===== config.mk =====
export PLATFORM = sky130hd
export DESIGN_NAME = if_slice
export DESIGN_NICKNAME = d
export VERILOG_FILES = /design/src/rtl/cpu_pkg.sv /design/src/rtl/fetch_skid.sv /design/src/rtl/if_slice.sv
export SDC_FILE = /design/constraint.sdc
export NUM_CORES = 1
export LEC_CHECK = 0
export CAP_MARGIN = 0
export CORE_MARGIN = 2
export CORE_UTILIZATION = 55
export DETAILED_ROUTE_END_ITERATION = 7
export PLACE_DENSITY_LB_ADDON = 0.25
export REMOVE_ABC_BUFFERS = 1
export SYNTH_ARGS = -nofsm -noshare
export SYNTH_HDL_FRONTEND = slang
export SYNTH_SLANG_ARGS = --single-unit

===== constraint.sdc =====
create_clock -name clk -period 5.9 [get_ports clk]
set_input_delay 1.18 -clock clk [delete_from_list [all_inputs] [get_ports clk]]
set_output_delay 1.18 -clock clk [all_outputs]
set_load 0.005 [all_outputs]

===== src/rtl/cpu_pkg.sv =====
// Shared CPU definitions: opcode constants, NOP encoding and fetch FSM states.
package cpu_pkg;

    localparam logic [15:0] NOP_INSTR = 16'h0000;
    localparam logic [3:0]  OP_HLT    = 4'hF;
    localparam int unsigned SKID_W    = 32;

    typedef enum logic [1:0] {
        RUN,
        DROP,
        HALT
    } fetch_state_t;

    function automatic logic is_halt(input logic [15:0] word);
        return word[15:12] == OP_HLT;
    endfunction

endpackage


===== src/rtl/fetch_skid.sv =====
// One-entry {instr, PC_inc} holding register that catches a fetch completing under stall.
module fetch_skid
    import cpu_pkg::*;
(
    input  logic              clk,
    input  logic              rst,
    input  logic              load,
    input  logic              unload,
    input  logic              clear,
    input  logic [SKID_W-1:0] din,
    output logic [SKID_W-1:0] dout,
    output logic              full
);

    always_ff @(posedge clk) begin
        if (rst || clear) begin
            full <= 1'b0;
            dout <= '0;
        end else if (load) begin
            full <= 1'b1;
            dout <= din;
        end else if (unload) begin
            full <= 1'b0;
        end
    end

endmodule


===== src/rtl/if_slice.sv =====
// Instruction-fetch stage: PC, req/ack fetch FSM, output register and skid for ID stalls.
module if_slice
    import cpu_pkg::*;
#(
    parameter logic [15:0] RESET_PC = 16'h0000
) (
    input  logic        clk,
    input  logic        rst,
    input  logic        stall,
    input  logic        redirect,
    input  logic [15:0] redirect_pc,
    output logic        imem_req,
    output logic [15:0] imem_addr,
    input  logic        imem_ack,
    input  logic [15:0] imem_rdata,
    output logic [15:0] PC_inc,
    output logic [15:0] instr,
    output logic        instr_valid,
    output logic        halted
);

    fetch_state_t state;
    logic [15:0]  pc;
    logic [15:0]  drop_addr;
    logic [15:0]  instr_q;
    logic [15:0]  pcinc_q;
    logic         valid;
    logic         halted_q;

    logic         skid_full;
    logic [15:0]  skid_instr;
    logic [15:0]  skid_pcinc;
    logic [15:0]  pc_plus1;
    logic         accept;
    logic         skid_load;
    logic         skid_unload;

    always_comb begin
        pc_plus1    = pc + 16'd1;
        imem_req    = !rst && ((state == RUN && !skid_full) || state == DROP);
        imem_addr   = (state == DROP) ? drop_addr : pc;
        accept      = imem_req && imem_ack && (state == RUN) && !redirect;
        skid_load   = accept && stall && valid;
        skid_unload = !redirect && !stall && skid_full;
    end

    fetch_skid u_skid (
        .clk    (clk),
        .rst    (rst),
        .load   (skid_load),
        .unload (skid_unload),
        .clear  (redirect),
        .din    ({imem_rdata, pc_plus1}),
        .dout   ({skid_instr, skid_pcinc}),
        .full   (skid_full)
    );

    always_ff @(posedge clk) begin
        if (rst) begin
            state     <= RUN;
            pc        <= RESET_PC;
            drop_addr <= RESET_PC;
            instr_q   <= NOP_INSTR;
            pcinc_q   <= '0;
            valid     <= 1'b0;
            halted_q  <= 1'b0;
        end else if (redirect) begin
            pc       <= redirect_pc;
            valid    <= 1'b0;
            halted_q <= 1'b0;
            // An unanswered read must still be drained at its original address
            if (imem_req && !imem_ack) begin
                state     <= DROP;
                drop_addr <= imem_addr;
            end else begin
                state <= RUN;
            end
        end else begin
            if (accept) begin
                pc <= pc_plus1;
                if (is_halt(imem_rdata)) begin
                    state    <= HALT;
                    halted_q <= 1'b1;
                end
            end
            if (state == DROP && imem_ack) begin
                state <= RUN;
            end
            if (!stall) begin
                if (skid_full) begin
                    instr_q <= skid_instr;
                    pcinc_q <= skid_pcinc;
                    valid   <= 1'b1;
                end else if (accept) begin
                    instr_q <= imem_rdata;
                    pcinc_q <= pc_plus1;
                    valid   <= 1'b1;
                end else begin
                    valid <= 1'b0;
                end
            end else if (!valid && accept) begin
                instr_q <= imem_rdata;
                pcinc_q <= pc_plus1;
                valid   <= 1'b1;
            end
        end
    end

    always_comb begin
        instr       = valid ? instr_q : NOP_INSTR;
        PC_inc      = pcinc_q;
        instr_valid = valid;
        halted      = halted_q;
    end

endmodule


==> results of run 1 <==
-- final cells by class --
class / count / area [µm²]
sequential: 101 / 2022
tap: 105 / 131.4
fill: 672 / 2506
clock inverter: 5 / 35.03
multi-input combinational: 405 / 2507
clock buffer: 11 / 141.4
timing repair buffer: 94 / 918.4
inverter: 10 / 37.54
-- metal layers --
metal	share of wire (%)	vias up	wire length (µm)	GRT usage [%]
met5	0	-	0	0
met4	1.8	0	210	7.151
met3	6.6	28	757	6.115
met2	48	168	5496	41.29
met1	44	1994	5060	32.71
li1	-	2130	-	-
-- power by group --
part           internal, mW  switching [mW]  total (mW)
registers             0.701          0.0223       0.723
logic                0.0808          0.0777       0.158
clock network         0.166           0.237       0.403
-- cell families after synthesis --
group / after synthesis / synth area share (%)
adders and majority gates: 1 / 0.2624
and+or+nand+nor: 224 / 22.65
DFF: 101 / 42.41
muxes: 32 / 7.139
xor gates and xnor gates: 15 / 2.756
AOI/OAI and AO/OA: 133 / 19.74
buffers and inverters: 56 / 5.039
-- worst min path at each step --
stage | endpoint | slack, ns | startpoint | depth (start not counted)
floorplan | u_skid.dout[16] | 0.44 | u_skid.dout[16] | 2
global placement | PC_inc[4] | 0.44 | PC_inc[4] | 2
detailed placement | PC_inc[2] | 0.45 | PC_inc[2] | 2
CTS | PC_inc[2] | 0.46 | PC_inc[2] | 2
global route | u_skid.dout[21] | 0.48 | u_skid.dout[21] | 2
finish | u_skid.dout[30] | 0.46 | u_skid.dout[30] | 2
-- through the flow --
stage	utilization, %	power, mW	worst slack, ns
3_3_place_gp	67.68	0.8918	2.200
2_1_floorplan	-	0.8113	2.646
6_report	69.80	1.285	2.158
3_5_place_dp	67.68	0.8959	2.154
4_1_cts	69.80	1.293	2.157
5_1_grt	69.80	1.338	2.071
-- layout by cell type, fill, tap and decap left out, types with 15 or more instances in the layout --
cell / Yosys / final
mux2_2: 16 / 16
nand3_1: 15 / 15
nor2_1: 60 / 60
a21oi_1: 35 / 35
a311oi_1: 24 / 24
dfxtp_1: 101 / 101
clkdlybuf4s50_1: 0 / 86
nand2_1: 82 / 82
o21ai_0: 23 / 23
and2_1: 17 / 17
mux2i_1: 16 / 16
-- worst max-delay path: stages --
cell and delay (ns):
buf_2 0.11, or2_1 0.46, a21oi_1 0.27, clkdlybuf4s50_1 0.54
-- sequential cells by signal, summed over array words and instances, names as in the netlist --
name and flops:
halted 1, instr_valid 1, instr_q 16, drop_addr 16, state 2, pc 16, PC_inc 16, u_skid.full 1
u_skid.dout 32
==> impl_metrics.env, run 1 <==
export IMPL_reg2reg_depth=5
export IMPL_fin_nets=659
export IMPL_timing_max_cap_violations=0
export IMPL_rows=33
export IMPL_drt_total_wl_um=11530
export IMPL_critPathLaunch="rst"
export IMPL_hold_viol=0
export IMPL_gp_congestion=0.8997
export IMPL_dp_cells=715
export IMPL_crit_path_end="imem_req"
export IMPL_skew_ns=0.008389
export IMPL_drtIter0Drc=261
export IMPL_numCtsBuffers=9
export IMPL_cts_tree="built"
export IMPL_r2r_slack_ns=3.49
export IMPL_rsz0062_at_grt="false"
export IMPL_cp_arrival_ns=2.56
export IMPL_finalHoldWorstSlack_ns=0.4595
export IMPL_ant_nets=0
export IMPL_r2r_end="PC_inc[10]"
export IMPL_post_synth_instance_area_mm2=0.004767
export IMPL_hp_class="flop to flop"
export IMPL_clock_root_buffer="clkbuf_8"
export IMPL_synth_commonest_cells="101 x dfxtp_1, 82 x nand2_1, 60 x nor2_1"
export IMPL_io_buffers=87
export IMPL_worst_pin_slew_ns=1.104
export IMPL_vias_per_cell=5.910
export IMPL_die_w_um=97.10
export IMPL_area_delta_synth_final_pct=21.52
export IMPL_synth_async_sr_flop_share_pct=0
export IMPL_core_area_mm2=0.008299
export IMPL_cts_sinks=101
export IMPL_synth_area_top_cells="dfxtp_1 42%, nand2_1 6.5%, nor2_1 4.7%"
export IMPL_rr_startpoint="pc[0]"
export IMPL_worstSkewPairLatency_ns=0.37
export IMPL_drive_gt1_share_pct=8.626
export IMPL_synth_top_cell_by_area="dfxtp_1"
export IMPL_critPathCaptureType="output pin"
export IMPL_slew_violations=0
export IMPL_synth_warnings=0
export IMPL_crit_type="input port to output pin"
export IMPL_postCtsHoldBufs=0
export IMPL_synth_main_ff_cell="dfxtp_1"
export IMPL_synth_top_area_share_pct=42.41
export IMPL_cts_htree_levels=3
export IMPL_yosysMostFrequentCell="dfxtp_1"
export IMPL_clk_pin_slew_ns=0.09
export IMPL_stdcell_count=731
export IMPL_vdd_drop_max_uv=116.2
export IMPL_vias=4320
export IMPL_hpwl_um=7762
export IMPL_required_ns=4.72
export IMPL_syn_avg_cell_area_um2=8.482
export IMPL_post_cts_buffers=0
export IMPL_cts_repair_resized=0
export IMPL_fin_crit_sh_pct=63.43
export IMPL_dieArea_mm2=0.009428
export IMPL_pin_count=88
export IMPL_grt_max_degree=54
export IMPL_ys_seq_area_share_pct=42.41
export IMPL_grt_overflow_total=0
export IMPL_synthesis_instances=562
export IMPL_grt_pass1_wl_um=19600
export IMPL_drc=0
export IMPL_slew_headroom_pct=26.20
export IMPL_synth_seq_cells=101
export IMPL_setup_viol=0
export IMPL_wl_per_cell_um=15.77
export IMPL_grt_use_total_pct=25.02
export IMPL_start_util_pct=57.44
export IMPL_status="complete, no violations"
export IMPL_power_leakage_nw=1.977
export IMPL_firstDrtPassIters=6
export IMPL_grt_antenna_before_repair=0
export IMPL_synth_edff_count=0
export IMPL_cp_start_kind="input port"
export IMPL_fin_tns_setup_ns=0
export IMPL_stdcell_area_mm2=0.005793
export IMPL_fmax_mhz=267.2
export IMPL_diodes=0
export IMPL_cp_max_fo=14
export IMPL_die_height_um=97.10
export IMPL_place_area_mm2=0.005617
export IMPL_min_period_ns=3.742
export IMPL_clk_path_buf_depth=2
export IMPL_grt_pass1_vias=4062
export IMPL_pwr_density_cell_mw_per_mm2=221.8
export IMPL_ys_types=51
No activity file was read; power rests on OpenSTA's default activity.
==> run 2, diff against run 1 <==
--- a/config.mk
+++ b/config.mk
@@ -7,7 +7,7 @@
 export LEC_CHECK = 0
 export CAP_MARGIN = 0
 export CORE_MARGIN = 2
-export CORE_UTILIZATION = 55
+export CORE_UTILIZATION = 47
 export DETAILED_ROUTE_END_ITERATION = 7
 export PLACE_DENSITY_LB_ADDON = 0.25
 export REMOVE_ABC_BUFFERS = 1
==> constraint.sdc (replaced) <==
create_clock -name clk -period 3.2 [get_ports clk]
set_input_delay 0.64 -clock clk [delete_from_list [all_inputs] [get_ports clk]]
set_output_delay 0.64 -clock clk [all_outputs]
set_load 0.005 [all_outputs]
==> run 2 against run 1 <==
Sequential power is 84% higher. Clock-buffer cell count stayed put. Register-to-register slack worse by 2.7 ns. Final cell count is 4.9% higher. Power is 92% higher. Routed wire length is 3.7% higher. Via count is 0.32% lower. Utilization is 9.5 points lower. Sequential share of layout area is 0.77 points lower. Critical path depth stayed put. Global-route usage is 3.2 points lower. Critical path type unchanged. Critical endpoint unchanged. Largest cell class unchanged. Highest routed layer unchanged.
==> impl_metrics.env, run 2 (synthesis gave the netlist of run 1 again) <==
export IMPL_top_usage_layer="met2"
export IMPL_numCtsBuffers=9
export IMPL_drc=0
export IMPL_pre_cts_slack_ns=0.2489
export IMPL_core_area_mm2=0.009819
export IMPL_fmax_mhz=377.8
export IMPL_place_area_mm2=0.005724
export IMPL_use_met2_pct=36.46
export IMPL_vias_per_cell=5.614
export IMPL_die_w_um=104.7
export IMPL_gp_congestion=0.8850
export IMPL_final_common_cell="dfxtp_1"
export IMPL_hp_class="flop to flop"
export IMPL_pin_count=88
export IMPL_drtIter0Drc=182
export IMPL_timing_max_cap_violations=0
export IMPL_start_util_pct=48.55
export IMPL_grt_pass1_vias=3951
export IMPL_rsz0062_at_grt="false"
export IMPL_largest_reg_flops=32
export IMPL_total_power_mw=2.464
export IMPL_clk_pin_slew_ns=0.09
export IMPL_slew_violations=0
export IMPL_top_register="u_skid.dout"
export IMPL_grt_max_degree=54
export IMPL_cts_tree="built"
export IMPL_finalHoldWorstSlack_ns=0.4600
export IMPL_vdd_drop_max_uv=277.8
export IMPL_grt_use_total_pct=21.87
export IMPL_min_period_ns=2.647
export IMPL_cts_htree_levels=3
export IMPL_clk_path_buf_depth=2
export IMPL_cp_max_fo=14
export IMPL_diodes=0
export IMPL_setup_viol=0
export IMPL_grtUsageMet1_pct=29.67
export IMPL_cts_sinks=101
export IMPL_hold_viol=0
export IMPL_slew_headroom_pct=43.95
export IMPL_grt_overflow_total=0
export IMPL_area_delta_synth_final_pct=24.25
export IMPL_worst_pin_slew_ns=0.8396
export IMPL_dp_cells=751
export IMPL_post_cts_buffers=0
export IMPL_cts_repair_resized=0
export IMPL_stdcell_area_mm2=0.005923
export IMPL_dieArea_mm2=0.01096
export IMPL_rows=36
export IMPL_fin_crit_sh_pct=82.71
export IMPL_crit_type="input port to output pin"
export IMPL_stdcell_count=767
export IMPL_status="complete, no violations"
export IMPL_worstSkewPairLatency_ns=0.36
export IMPL_grt_util_met3_pct=3.182
export IMPL_drive_gt1_share_pct=9.779
export IMPL_hpwl_um=8253
export IMPL_vias=4306
export IMPL_power_leakage_nw=2.034
export IMPL_wl_per_cell_um=15.58
export IMPL_grt_antenna_before_repair=0
export IMPL_layout_common_cells="101 x dfxtp_1, 86 x clkdlybuf4s50_1, 82 x nand2_1, 60 x nor2_1, 35 x a21oi_1"
export IMPL_drt_total_wl_um=11950
export IMPL_cp_start_kind="input port"
export IMPL_postCtsHoldBufs=0
export IMPL_skew_ns=0.01228
export IMPL_firstDrtPassIters=6
export IMPL_grt_pass1_wl_um=19840
export IMPL_final_util_pct=60.32
export IMPL_ant_nets=0
export IMPL_required_ns=2.56
export IMPL_fin_ws_ns=0.5532
export IMPL_fin_nets=667
export IMPL_clock_root_buffer="clkbuf_8"
export IMPL_cp_arrival_ns=2.01
export IMPL_pwr_density_cell_mw_per_mm2=416.0
export IMPL_die_height_um=104.7
export IMPL_io_buffers=87
export IMPL_critPathCaptureType="output pin"
export IMPL_fin_tns_setup_ns=0
run 2: worst paths after layout:
kind / start / to / slack [ns] / cells past startpoint
max reg2reg: pc[1] / pc[10] / 0.81 / 5
max: rst / imem_req / 0.55 / 4
min: u_skid.dout[22] / u_skid.dout[22] / 0.46 / 2
min reg2reg: u_skid.dout[22] / u_skid.dout[22] / 0.46 / 2
run 2: cell type report:
class,count,area [µm²]
multi-input cells,405,2507
inverters,10,37.54
well taps,133,166.4
repair buffers,102,991.0
clock inverters,5,57.56
fillers,901,3896
flip-flops and latches,101,2022
clock buffers,11,141.4
run 2: worst max-delay path, stage by stage:
cell and delay [ns]:
buf_2 0.12, or2_1 0.46, a21oi_1 0.26, clkdlybuf4s50_1 0.53
run 2: per-layer routing:
| metal | routed length (µm) | share of wire, % | vias up |
|---|---|---|---|
| li1 | - | - | 2144 |
| met1 | 5521 | 46 | 1988 |
| met2 | 5553 | 46 | 165 |
| met3 | 752 | 6.3 | 9 |
| met4 | 122 | 1.0 | 0 |
| met5 | 0 | 0 | - |
run 2: report_power, final:
part	switching [mW]	internal [mW]
Combinational	0.147	0.154
Sequential	0.0401	1.29
Clock	0.445	0.386
